===== src/rtl/serialising_pe_if.sv =====
// Stream bundle for serialising_pe: a vector-wide input handshake and an
// element-wide output handshake, plus the output side-band flags.
interface serialising_pe_if #(
   parameter int BitSize   = 2,
   parameter int ImageSize = 9
);
   localparam int IW = $clog2(ImageSize + 1);

   logic                               in_valid;
   logic                               in_ready;
   logic [ImageSize-1:0][BitSize-1:0]  in_data;
   logic                               out_valid;
   logic                               out_ready;
   logic [BitSize-1:0]                 out_data;
   logic [IW-1:0]                      out_index;
   logic                               out_last;
   logic                               out_done;

   // Environment side: offers vectors, consumes elements.
   modport master (
      output in_valid, in_data, out_ready,
      input  in_ready, out_valid, out_data, out_index, out_last, out_done
   );

   // Converter side: accepts vectors, produces elements.
   modport slave (
      input  in_valid, in_data, out_ready,
      output in_ready, out_valid, out_data, out_index, out_last, out_done
   );
endinterface


===== src/rtl/serialising_pe.sv =====
// Parallel-to-serial converter: captures a whole ImageSize-element vector in
// one handshake and replays it one element per beat, highest index first.
module serialising_pe #(
   parameter int BitSize   = 2,
   parameter int ImageSize = 9,
   parameter int Delay     = 0
) (
   input logic           clk,
   input logic           res,
   serialising_pe_if.slave bus
);
   localparam int IW = $clog2(ImageSize + 1);
   // A zero-width counter is not legal, so keep one bit when Delay==0.
   localparam int DW = (Delay > 0) ? $clog2(Delay + 1) : 1;
   localparam logic [IW-1:0] IDX_TOP = IW'(ImageSize - 1);
   // WAIT counts down from Delay-1 to 0, giving exactly Delay idle cycles.
   localparam logic [DW-1:0] DLY_TOP = DW'((Delay > 0) ? Delay - 1 : 0);

   typedef enum logic [1:0] {S_IDLE, S_WAIT, S_SEND} state_t;

   state_t                            state_q, state_d;
   logic [ImageSize-1:0][BitSize-1:0] vec_q, vec_d;
   logic [IW-1:0]                     idx_q, idx_d;
   logic [DW-1:0]                     dly_q, dly_d;
   logic                              done_q, done_d;

   logic                              in_ready_c;
   logic                              out_valid_c;
   logic [BitSize-1:0]                out_data_c;
   logic [IW-1:0]                     out_index_c;
   logic                              out_last_c;

   // State register; reset aborts any vector in flight without a done pulse.
   always_ff @(posedge clk or posedge res) begin
      if (res) begin
         state_q <= S_IDLE;
         vec_q   <= '0;
         idx_q   <= '0;
         dly_q   <= '0;
         done_q  <= 1'b0;
      end else begin
         state_q <= state_d;
         vec_q   <= vec_d;
         idx_q   <= idx_d;
         dly_q   <= dly_d;
         done_q  <= done_d;
      end
   end

   // Next-state and output decode; a vector accept can also happen on the
   // final beat of SEND when Delay==0, giving gap-free back-to-back vectors.
   always_comb begin
      state_d     = state_q;
      vec_d       = vec_q;
      idx_d       = idx_q;
      dly_d       = dly_q;
      done_d      = 1'b0;
      in_ready_c  = 1'b0;
      out_valid_c = 1'b0;
      out_data_c  = '0;
      out_index_c = '0;
      out_last_c  = 1'b0;

      case (state_q)
         S_IDLE: begin
            in_ready_c = 1'b1;
         end
         S_WAIT: begin
            if (dly_q == '0) begin
               state_d = S_SEND;
            end else begin
               dly_d = dly_q - DW'(1);
            end
         end
         S_SEND: begin
            out_valid_c = 1'b1;
            out_index_c = idx_q;
            out_last_c  = (idx_q == '0);
            for (int k = 0; k < ImageSize; k++) begin
               if (idx_q == IW'(k)) begin
                  out_data_c = vec_q[k];
               end
            end
            if (bus.out_ready) begin
               if (idx_q == '0) begin
                  done_d  = 1'b1;
                  state_d = S_IDLE;
                  if (Delay == 0) begin
                     in_ready_c = 1'b1;
                  end
               end else begin
                  idx_d = idx_q - IW'(1);
               end
            end
         end
         default: begin
            state_d = S_IDLE;
         end
      endcase

      if (in_ready_c && bus.in_valid) begin
         vec_d = bus.in_data;
         idx_d = IDX_TOP;
         if (Delay > 0) begin
            state_d = S_WAIT;
            dly_d   = DLY_TOP;
         end else begin
            state_d = S_SEND;
         end
      end
   end

   assign bus.in_ready  = in_ready_c;
   assign bus.out_valid = out_valid_c;
   assign bus.out_data  = out_data_c;
   assign bus.out_index = out_index_c;
   assign bus.out_last  = out_last_c;
   assign bus.out_done  = done_q;
endmodule


===== src/flat_wrapper.sv =====
// flat-port wrapper written by rule: the top's interface ports become plain ports
module serialising_pe_flat 
#(
   parameter int BitSize   = 2,
   parameter int ImageSize = 9,
   parameter int Delay     = 0
)
  (clk, res, bus_in_valid, bus_in_data, bus_out_ready, bus_in_ready, bus_out_valid, bus_out_data, bus_out_index, bus_out_last, bus_out_done);
  serialising_pe_if #(.BitSize(BitSize), .ImageSize(ImageSize)) bus_i ();
  input logic clk;
  input logic res;
  input wire logic [$bits(bus_i.in_valid)-1:0] bus_in_valid;
  input wire logic [$bits(bus_i.in_data)-1:0] bus_in_data;
  input wire logic [$bits(bus_i.out_ready)-1:0] bus_out_ready;
  output wire logic [$bits(bus_i.in_ready)-1:0] bus_in_ready;
  output wire logic [$bits(bus_i.out_valid)-1:0] bus_out_valid;
  output wire logic [$bits(bus_i.out_data)-1:0] bus_out_data;
  output wire logic [$bits(bus_i.out_index)-1:0] bus_out_index;
  output wire logic [$bits(bus_i.out_last)-1:0] bus_out_last;
  output wire logic [$bits(bus_i.out_done)-1:0] bus_out_done;
  assign bus_i.in_valid = bus_in_valid;
  assign bus_i.in_data = bus_in_data;
  assign bus_i.out_ready = bus_out_ready;
  assign bus_in_ready = bus_i.in_ready;
  assign bus_out_valid = bus_i.out_valid;
  assign bus_out_data = bus_i.out_data;
  assign bus_out_index = bus_i.out_index;
  assign bus_out_last = bus_i.out_last;
  assign bus_out_done = bus_i.out_done;
  serialising_pe #(.BitSize(BitSize), .ImageSize(ImageSize), .Delay(Delay)) u_core (.clk(clk), .res(res), .bus(bus_i));
endmodule

===== config.mk =====
export PLATFORM = sky130hd
export DESIGN_NAME = serialising_pe_flat
export DESIGN_NICKNAME = d
export VERILOG_FILES = /design/src/rtl/serialising_pe_if.sv /design/src/rtl/serialising_pe.sv /design/src/flat_wrapper.sv
export SDC_FILE = /design/constraint.sdc
export NUM_CORES = 1
export LEC_CHECK = 0
export CORE_AREA = 2 2 56 58
export DETAILED_ROUTE_END_ITERATION = 7
export DIE_AREA = 0 0 58 60
export PLACE_DENSITY = 0.77
export SYNTH_ARGS = -nofsm -noshare
export SYNTH_HDL_FRONTEND = slang
export SYNTH_SLANG_ARGS = --single-unit

===== constraint.sdc =====
create_clock -name clk -period 2.9 [get_ports clk]
set_clock_uncertainty 0.2 [all_clocks]
set_input_delay 0.58 -clock clk [delete_from_list [all_inputs] [get_ports clk]]
set_output_delay 0.58 -clock clk [all_outputs]
set_load 0.02 [all_outputs]

==> results_dict.tcl <==
set metrics [dict create \
    startpoint "u_core.idx_q[0]" \
    synth_nets 150 \
    hold_ws_ns 0.338 \
    max_slew.worst_pin.slew_ns 0.315 \
    synthArstFlopShare 1.00 \
    cts_tree "built" \
    holdPathStages 1 \
    max_freq_mhz 355 \
    num_rows 20 \
    cts.root.buffer_cell "clkbuf_4" \
    fp.dieW_um 58 \
    place.gp.congestion 0.950 \
    reg2reg_to "u_core.vec_q[5]" \
    cts_sinks 24 \
    period_share 0.972 \
    drv_slew 0 \
    die_area_mm2 0.00348 \
    synth_top_area_cell "dfrtp_1" \
    cp-start-kind "flip-flop" \
    hold_path.class "flip-flop to flip-flop" \
    yosys-top-cells-area "dfrtp_1, mux2_4, mux2_2" \
    ant_nets 0 \
    grt_overflow 0 \
    path_max_fanout 3 \
    grt_util_all_layers 0.181 \
    seq_power_share 0.337 \
    p_clk_frac 0.098 \
    numCtsBuffers 3 \
    synthCells 123 \
    grt_pass1_vias 1013 \
    max-cap-violations 0 \
    yosysMostFrequentCell "dfrtp_1" \
    synth_ff_type "dfrtp_1" \
    peakVddDrop_mv 0.635 \
    insertedDiodeCount 0 \
    crit-reg2reg-launch "u_core.idx_q[0]" \
    worst-r2r-cell-count 7 \
    power_leakage_nw 0.833 \
    grt_pass1_wl_mm 4.75 \
    p_sw_frac 0.377 \
    drc 0 \
    initial_utilization 0.470 \
    cp-end-kind "output pin" \
    ys_ff_latch 24 \
    required_ns 2.12 \
    nets 193 \
    combPwrFrac 0.565 \
    min_to "u_core.vec_q[10]" \
    synth.distinct_cells 32 \
    wl_per_cell_um 15.1 \
    dr.pass1.iters 4 \
    synth_top_area_share 0.440 \
    internal-power_w 0.00110 \
    max_slew_margin 0.790 \
    ctsLongestPathBuffers 2 \
    synth_warnings 0 \
    grt_start_max_net_pins 25 \
    synth_commonest_cells "dfrtp_1, mux2_4, a21oi_1, mux2_2, o21ai_0" \
    dp_hpwl_mm 2.24 \
    fin_crit_ns 2.82 \
    core-area_mm2 0.00290 \
    insertion_delay_ns 0.31 \
    syn_area_mm2 0.00137 \
    antenna_found_initial 0 \
    ios 32 \
    final_cells 198 \
    p_switching_w 0.000669 \
    crit_arrival_ns 2.04 \
    synth_enable_flop_cells 0 \
    dp_cells 194 \
    htreeDepth 1 \
    outcome "complete, no violations" \
    postCtsHoldBufs 0 \
    clkTransAtPathRegs_ns 0.12 \
    seq_area_frac_synth 0.440 \
    via_count 1049 \
    rsz0062_at_grt "false" \
    critPathKind "flip-flop to output pin" \
    wirelength_mm 2.99 \
    viasPerCell 5.30 \
    first_iter_violations 23 \
    syn_to_final_growth_pct 34.2 \
    nFillCells 251 \
    power.density_mw_per_mm2 967 \
    setup_viol 0 \
    port_buffers 31 \
    postCtsSetupBuffers 0 \
    rrSetupSlack_ns 0.62 \
    syn_avg_cell_area_um2 11.1 \
    min_from "u_core.vec_q[10]" \
    die_h_um 60 \
    drive_above_1_share 0.279 \
    hold_viol 0 \
]
## how the worst max path moves through the flow
stage / end / slack, ns
finish: bus_in_ready / 0.08
global route: bus_in_ready / 0.006
CTS: bus_out_data[0] / 0.02
detailed placement: bus_out_data[0] / -0.06
global placement: bus_out_data[0] / 0.04
floorplan: bus_out_data[0] / 0.18
## placed cells by master, fill, tap and decap left out, types with 4 or more instances in the layout
master / n
clkdlybuf4s50_1: 27
inv_1: 5
o21ai_0: 7
mux2_4: 10
nand2_1: 4
buf_4: 13
mux2_2: 8
nor2b_1: 5
dfrtp_1: 24
ha_1: 4
nand3_1: 6
and2_1: 5
a21oi_1: 8
## sequential cells by signal, summed over array words and instances (netlist names)
signal / flops
u_core.state_q: 1
u_core.vec_q: 18
u_core.idx_q: 4
u_core.bus.out_done: 1
## metal layers
layer | GRT usage | vias to the layer above | part of all wire
met5 | 0 | - | 0
li1 | - | 519 | -
met3 | 0.0476 | 2 | 0.036
met4 | 0.0399 | 0 | 0.0084
met2 | 0.310 | 22 | 0.50
met1 | 0.230 | 506 | 0.46
## layout make-up
class | instances | area (um2) | area share
sequential | 24 | 601 | 0.328
timing repair buffer | 44 | 400 | 0.219
clock buffer | 4 | 36.3 | 0.0198
multi-input combinational | 87 | 731 | 0.399
tap | 33 | 41.3 | 0.0225
inverter | 6 | 22.5 | 0.0123
## through the flow
| step | utilization | TNS (ns) | setup slack [ns] | power, W | area [um2] |
|---|---|---|---|---|---|
| 5_1_grt | 0.631 | 0 | 0.00647 | 0.00190 | 1830 |
| 4_1_cts | 0.624 | 0 | 0.0194 | 0.00175 | 1810 |
| 6_report | 0.631 | 0 | 0.0809 | 0.00177 | 1830 |
| 3_3_place_gp | 0.613 | 0 | 0.0379 | 0.00156 | 1780 |
| 2_1_floorplan | - | 0 | 0.175 | 0.00121 | 1370 |
| 3_5_place_dp | 0.613 | -0.0638 | -0.0579 | 0.00159 | 1780 |
## what timing repair did
action	in CTS	in global routing
setup endpoints to repair	4	4
gates resized for setup	12	8
endpoints found under the hold margin	0	0
pin swaps	0	0
## worst max-delay path, stage by stage (launching register included)
cell and delay (ns):
dfrtp_1 0.42, inv_2 0.08, ha_1 0.16, or3b_4 0.41, buf_4 0.17, o21ai_4 0.16, clkdlybuf4s15_1 0.33
## logic make-up after synthesis
logic type | after synthesis | share of synthesized area
compound gates | 29 | 0.141
fa+ha+maj | 5 | 0.0458
mux | 18 | 0.176
flops | 24 | 0.440
buf+inv | 12 | 0.0412
simple gates | 35 | 0.156
## power groups by stage
| stage | Combinational (W) | Clock [W] | Sequential (W) |
|---|---|---|---|
| floorplan | 0.000634 | 0 | 0.000578 |
| global placement | 0.000971 | 0 | 0.000592 |
| detailed placement | 0.000994 | 0 | 0.000597 |
| CTS | 0.000974 | 0.000183 | 0.000595 |
| global route | 0.00109 | 0.000196 | 0.000613 |
| finish | 0.00100 | 0.000174 | 0.000597 |
Power figures use the tool's default switching activity.
